### src/rtl/output_drain_scheduler.sv
// Output drain scheduler: buffers finished convolution outputs, throttles the controller with stall,
// drains over valid/ready and tracks layer completion. Optional macro: OUTPUT_DRAIN_COORDS_EN (per-entry x/y/ch storage).
module output_drain_scheduler #(
  parameter int DATA_WIDTH         = 32,
  parameter int LOG2_FIFO_DEPTH    = 2,
  parameter int ALMOST_FULL_MARGIN = 1,
  parameter int TOTAL_OUTPUTS      = 16
) (
  input  logic                       clk,
  input  logic                       arst_n_in,
  input  logic                       start,
  input  logic                       in_valid,
  input  logic [DATA_WIDTH-1:0]      in_data,
  input  logic [31:0]                in_x,
  input  logic [31:0]                in_y,
  input  logic [31:0]                in_ch,
  output logic                       stall,
  output logic                       out_valid,
  input  logic                       out_ready,
  output logic [DATA_WIDTH-1:0]      out_data,
  output logic [31:0]                out_x,
  output logic [31:0]                out_y,
  output logic [31:0]                out_ch,
  output logic                       out_last,
  output logic                       done,
  output logic [LOG2_FIFO_DEPTH:0]   count,
  output logic                       overflow,
  output logic [1:0]                 state_dbg
);

  localparam int DEPTH = 1 << LOG2_FIFO_DEPTH;
  localparam int PW    = LOG2_FIFO_DEPTH;
  localparam int CW    = LOG2_FIFO_DEPTH + 1;

  localparam logic [PW-1:0] PTR_ONE  = PW'(1);
  localparam logic [CW-1:0] CNT_ONE  = CW'(1);
  localparam logic [CW-1:0] DEPTH_C  = CW'(DEPTH);
  localparam logic [CW-1:0] STALL_TH = CW'(DEPTH - ALMOST_FULL_MARGIN);
  localparam logic [31:0]   LAST_IDX = 32'(TOTAL_OUTPUTS - 1);

  // Encoding is visible on state_dbg: 0 = IDLE, 1 = ACTIVE, 2 = DONE.
  typedef enum logic [1:0] {
    S_IDLE   = 2'd0,
    S_ACTIVE = 2'd1,
    S_DONE   = 2'd2
  } state_t;

  state_t state_q, state_d;
  logic [31:0] drained_q, drained_d;

  logic [DATA_WIDTH-1:0] data_mem [DEPTH];
  logic [PW-1:0] wr_ptr, rd_ptr;

  logic push, pop, drop;

  // Handshake: the input side is a non-stallable strobe (in_valid, no ready); an entry is
  // accepted if there is room or the head leaves in the same cycle, otherwise it is dropped
  // and overflow latches. The output side transfers on out_valid && out_ready, and the head
  // stays stable while out_valid is high and out_ready is low.
  assign pop  = out_valid && out_ready;
  assign push = in_valid && ((count < DEPTH_C) || pop);
  assign drop = in_valid && !push;

  assign out_valid = (count != '0);
  assign stall     = (count >= STALL_TH);
  assign out_data  = data_mem[rd_ptr];
  assign state_dbg = state_q;

  always_ff @(posedge clk or negedge arst_n_in) begin
    if (!arst_n_in) begin
      wr_ptr   <= '0;
      rd_ptr   <= '0;
      count    <= '0;
      overflow <= 1'b0;
      for (int i = 0; i < DEPTH; i++) begin
        data_mem[i] <= '0;
      end
    end else begin
      if (push) begin
        data_mem[wr_ptr] <= in_data;
        wr_ptr           <= wr_ptr + PTR_ONE;
      end
      if (pop) begin
        rd_ptr <= rd_ptr + PTR_ONE;
      end
      if (drop) begin
        overflow <= 1'b1;
      end
      case ({push, pop})
        2'b10:   count <= count + CNT_ONE;
        2'b01:   count <= count - CNT_ONE;
        default: count <= count;
      endcase
    end
  end

`ifdef OUTPUT_DRAIN_COORDS_EN
  logic [31:0] x_mem  [DEPTH];
  logic [31:0] y_mem  [DEPTH];
  logic [31:0] ch_mem [DEPTH];

  always_ff @(posedge clk or negedge arst_n_in) begin
    if (!arst_n_in) begin
      for (int i = 0; i < DEPTH; i++) begin
        x_mem[i]  <= '0;
        y_mem[i]  <= '0;
        ch_mem[i] <= '0;
      end
    end else if (push) begin
      x_mem[wr_ptr]  <= in_x;
      y_mem[wr_ptr]  <= in_y;
      ch_mem[wr_ptr] <= in_ch;
    end
  end

  assign out_x  = x_mem[rd_ptr];
  assign out_y  = y_mem[rd_ptr];
  assign out_ch = ch_mem[rd_ptr];
`else
  logic unused_coords;
  assign unused_coords = ^{in_x, in_y, in_ch};

  assign out_x  = '0;
  assign out_y  = '0;
  assign out_ch = '0;
`endif

  always_ff @(posedge clk or negedge arst_n_in) begin
    if (!arst_n_in) begin
      state_q   <= S_IDLE;
      drained_q <= '0;
    end else begin
      state_q   <= state_d;
      drained_q <= drained_d;
    end
  end

  // drained only counts pops of the layer being tracked; pops outside ACTIVE are free traffic.
  always_comb begin
    state_d   = state_q;
    drained_d = drained_q;
    out_last  = 1'b0;
    done      = 1'b0;
    case (state_q)
      S_IDLE: begin
        if (start) begin
          state_d   = S_ACTIVE;
          drained_d = '0;
        end
      end
      S_ACTIVE: begin
        out_last = out_valid && (drained_q == LAST_IDX);
        if (pop) begin
          drained_d = drained_q + 32'd1;
          if (out_last) begin
            state_d = S_DONE;
          end
        end
      end
      S_DONE: begin
        done    = 1'b1;
        state_d = S_IDLE;
      end
      default: begin
        state_d = S_IDLE;
      end
    endcase
  end

endmodule

### config.mk
export PLATFORM = sky130hd
export DESIGN_NAME = output_drain_scheduler
export DESIGN_NICKNAME = d
export VERILOG_FILES = /design/src/rtl/output_drain_scheduler.sv
export SDC_FILE = /design/constraint.sdc
export NUM_CORES = 1
export LEC_CHECK = 0
export ABC_AREA = 1
export BUFFER_PORTS_ARGS = -buffer_cell sky130_fd_sc_hd__buf_2
export CAP_MARGIN = 20
export CORE_ASPECT_RATIO = 1.1
export CORE_MARGIN = 4
export CORE_UTILIZATION = 48
export CTS_BUF_LIST = sky130_fd_sc_hd__clkbuf_4 sky130_fd_sc_hd__clkbuf_8
export DETAILED_ROUTE_END_ITERATION = 16
export GPL_TIMING_DRIVEN = 0
export PLACE_DENSITY = 0.82
export SETUP_SLACK_MARGIN = 0.2
export SYNTH_ARGS = -nofsm -noshare
export SYNTH_HDL_FRONTEND = slang
export SYNTH_SLANG_ARGS = --single-unit
export TNS_END_PERCENT = 1
### constraint.sdc
create_clock -name clk -period 1.7 [get_ports clk]
set_input_delay 0.34 -clock clk [delete_from_list [all_inputs] [get_ports clk]]
set_output_delay 0.34 -clock clk [all_outputs]
set_load 0.05 [all_outputs]
==> results.txt <==
The combinational share of power came out at 57.7%. The hold-critical path depth is 3. The switching power is 10.8 mW. Net switching is 48.5% of the power. The internal power of the cells totals 11.5 mW. The H-tree generated during clock tree synthesis spans 4 levels.

Counting every sink on the clock net gives 170. The worst path in the final design needs a cycle of 2.21 ns, including I/O delays and setup. In this run the static leakage power is 5.69 nW. Synthesis inferred 170 register bits. The total standard cell area after synthesis came out at 0.00895 mm^2. The via count of the routed design came out at 8,209.

The category of the critical setup timing path is reg -> out. Prior to clock tree synthesis, the placed netlist has a worst setup slack of -0.495 ns. The number of unique standard cell types used by synthesis came out at 32.

The checks that failed: setup timing. The worst hold path begins at in_valid. The chip height is 151 um. Counting flops with an async set or reset pin after synthesis yields a share of 100%.

The CTS clock-pin slew for the worst setup and hold paths is 0.10 ns. The number of antenna cells inserted came out at 0. The instance count of the mapped netlist is 1,129. The placed wire-length estimate came out at 16.3 mm. The maximum clock insertion buffer count came out at 2. Compared with the post-synthesis result, the final layout area differs by 27.8%. The initialized floorplan defines 52 standard-cell rows. The worst IR drop on VDD is 0.00149 V. The count of synthesis-stage warnings from yosys came out at 0. The final weighted congestion of routability-driven global placement is 0.962. The count of TritonRoute iterations in the first routing pass is 7. By count the netlist is led by nand2_1 (239), o21ai_0 (200), dfrtp_1 (170). For the worst setup path, the data required time is 1.36 ns. The part of the cycle the worst path needs is 130%.

The first global-routing pass estimated 38.0 mm of wire. The startpoint identified for the worst register-to-register timing path is count[0]$_DFFE_PN0P_. The fraction of post-synthesis cell area in the top cell type by area came out at 47.5%.

The detailed router's first-iteration violation count is 647. The via-per-instance ratio came out at 5.15. The worst min-delay path class is in -> reg. The final layout contains routed wiring with a total length of 24.4 mm. The width of the die is 138 um. The maximum number of pins on one net before global-route repair came out at 118. The count of endpoints failing setup in the final report came out at 35.

The number of placed cells counting well taps is 1,546. The layout filler cell count is 1,486. In the final routed layout, each cell accounts on average for 15.3 um.

Setup repair after global routing could not meet its margin everywhere. The net count of the finished layout is 1,477. The number of failing hold endpoints at the final stage came out at 0. The number of flops mapped to enable cells by yosys is 0.

The number of antenna violations at the first check in global routing is 0. The flow ran to the end, but the final reports show violations. The max-capacitance violation count is 0. The starting utilization of the core area is 48.8%. The TritonCTS buffer count came out at 17. The sort of element at the start of the critical path is a register. The final global-route overflow total came out at 0.

The number of non-filler instances in the completed layout is 1,593. The root buffer cell chosen for the clock tree is clkbuf_8. The number of global-route vias before repair was 7,771. The clock tree from TritonCTS is yes. The final worst clock skew is 0.0178 ns. The average footprint of a synthesized cell came out at 7.93 um^2. In the synthesized netlist the dominant register cell turns out to be dfrtp_1. The most frequent cell after synthesis is nand2_1. The overall die area is 0.0209 mm^2. The worst setup path is captured at an output port. The placeable core area is 0.0183 mm^2. The count of input and output buffers is 78. In this run the power density over the cells is 1950 mW/mm^2.

The clock share of power is 12.4%. The share of layout cells above drive strength 1 is 27.7%. The worst register-to-register path has a depth of 10. The share of total power in sequential cells is 29.9%. The number of nets with antenna violations after routing came out at 0. The later-pin clock latency in the skew report came out at 0.48 ns.

The fmax came out at 0.452 GHz. In the post-synthesis netlist, the biggest area contributors are dfrtp_1 (48%), o21ai_0 (11%), nand2_1 (10%). The headroom to the max-slew limit is 61.5%. The slew at the pin closest to its max-slew limit came out at 0.578 ns. Summing the sequential cell areas from Yosys gives 47.5% of the chip area.

The largest total area in the synthesized netlist belongs to dfrtp_1. The detailed-route DRC error count is 0. The critical-path maximum fanout is 4. For this run, the total global-route usage over all layers was measured as 22.4%. The I/O pin count is 271. The endpoint arrival time on the critical path is 1.87 ns. The post-layout worst setup margin came out at -0.512 ns. The start point of the critical path is drained_q[12]$_DFFE_PN0P_.

The number of pins exceeding their max-slew limit in the final report came out at 0.
## state kept, by name, summed over array words and instances (netlist names)
name	count
state_dbg	2
wr_ptr	2
drained_q	32
overflow	1
data_mem	128
rd_ptr	2
count	3
## per-stage QoR
stage / area, um^2 / hold WS, ns / TNS [ns] / total power, mW / utilization, %
final: 11400 / 0.125 / -14.57 / 22.4 / 62.3
after global routing: 11400 / 0.130 / -17.14 / 23.6 / 62.3
after CTS: 11200 / 0.102 / -14.96 / 21.6 / 61.1
after detailed placement: 10300 / 0.276 / -13.53 / 17.1 / 56.0
after global placement: 10200 / 0.461 / -413.50 / 16.7 / 55.8
after floorplan: 9540 / 0.0444 / -4.92 / 14.5 / -
## critical path, stage by stage, from the launching register on
cell,delay [ns]
dfrtp_1,0.42
inv_1,0.13
nand4_1,0.11
nor2_1,0.17
nand2_1,0.08
nor2_1,0.12
nand2_1,0.09
nor2_2,0.12
buf_6,0.17
## cell usage in the layout, fill, tap and decap left out, types with 5 or more instances in the layout
cell type,count
xor2_1,5
nand4_1,21
a21oi_1,8
nor2_1,135
nor2_2,9
nand2_1,236
nand2_4,7
buf_2,41
clkbuf_8,22
dfrtp_1,163
buf_6,45
o21ai_1,75
dfrtp_2,7
nand3_2,5
nand3_1,21
o22ai_2,32
nand2_2,5
o21ai_0,128
clkbuf_4,10
buf_4,131
o21ai_2,7
inv_2,7
conb_1,96
nor2_4,7
inv_1,72
## routing by layer
layer / up-vias / share of wire (%) / track usage [%]
li1: 3885 / - / -
met1: 3913 / 39 / 27.4
met2: 355 / 51 / 39.0
met3: 56 / 7.3 / 4.52
met4: 0 / 2.7 / 9.19
met5: - / 0 / 0
## power groups by stage
stage / clock, mW / combinational, mW / sequential, mW
6_report: 2.77 / 12.9 / 6.68
5_1_grt: 3.00 / 13.7 / 6.85
4_1_cts: 2.82 / 12.1 / 6.59
3_5_place_dp: 0 / 10.4 / 6.63
3_3_place_gp: 0 / 10.2 / 6.55
2_1_floorplan: 0 / 7.99 / 6.53
## area by class of cell
type,instances,area (um^2),share of cell area (%)
plain buffers,146,1180,10.4
clock buffers,20,275,2.41
clock inverters,12,110,0.963
inverters,85,338,2.95
multi-input cells,823,4150,36.3
flip-flops and latches,170,4260,37.3
well taps,243,304,2.66
repair buffers,94,816,7.13
## cells by family after synthesis
logic type | share of synthesized area [%]
buf+inv | 14.3
xor+xnor | 0.587
fa+ha+maj | 1.06
flops | 47.5
simple gates | 21.8
compound gates | 14.6
other cells | 0.0419
## repair_timing
action,4_1_cts,5_1_grt
hold buffers,1,0
gates resized for setup,197,90
endpoints found under the setup margin,196,201
pin swaps,48,19
hold endpoints to repair,53,0
setup buffers,6,5
gates cloned,0,3
## final timing paths
check | slack [ns] | endpoint
worst max-delay path | -0.51 | out_last
worst min-delay path | 0.12 | overflow$_DFFE_PN0P_
worst max register to register | -0.08 | count[2]$_DFFE_PN0P_
worst min register to register | 0.49 | data_mem[50]$_DFFE_PN0P_
max in group asynchronous | 0.42 | state_dbg[1]$_DFFE_PN0P_
min in group asynchronous | 0.36 | data_mem[39]$_DFFE_PN0P_
(Power assumes the default switching activity.)
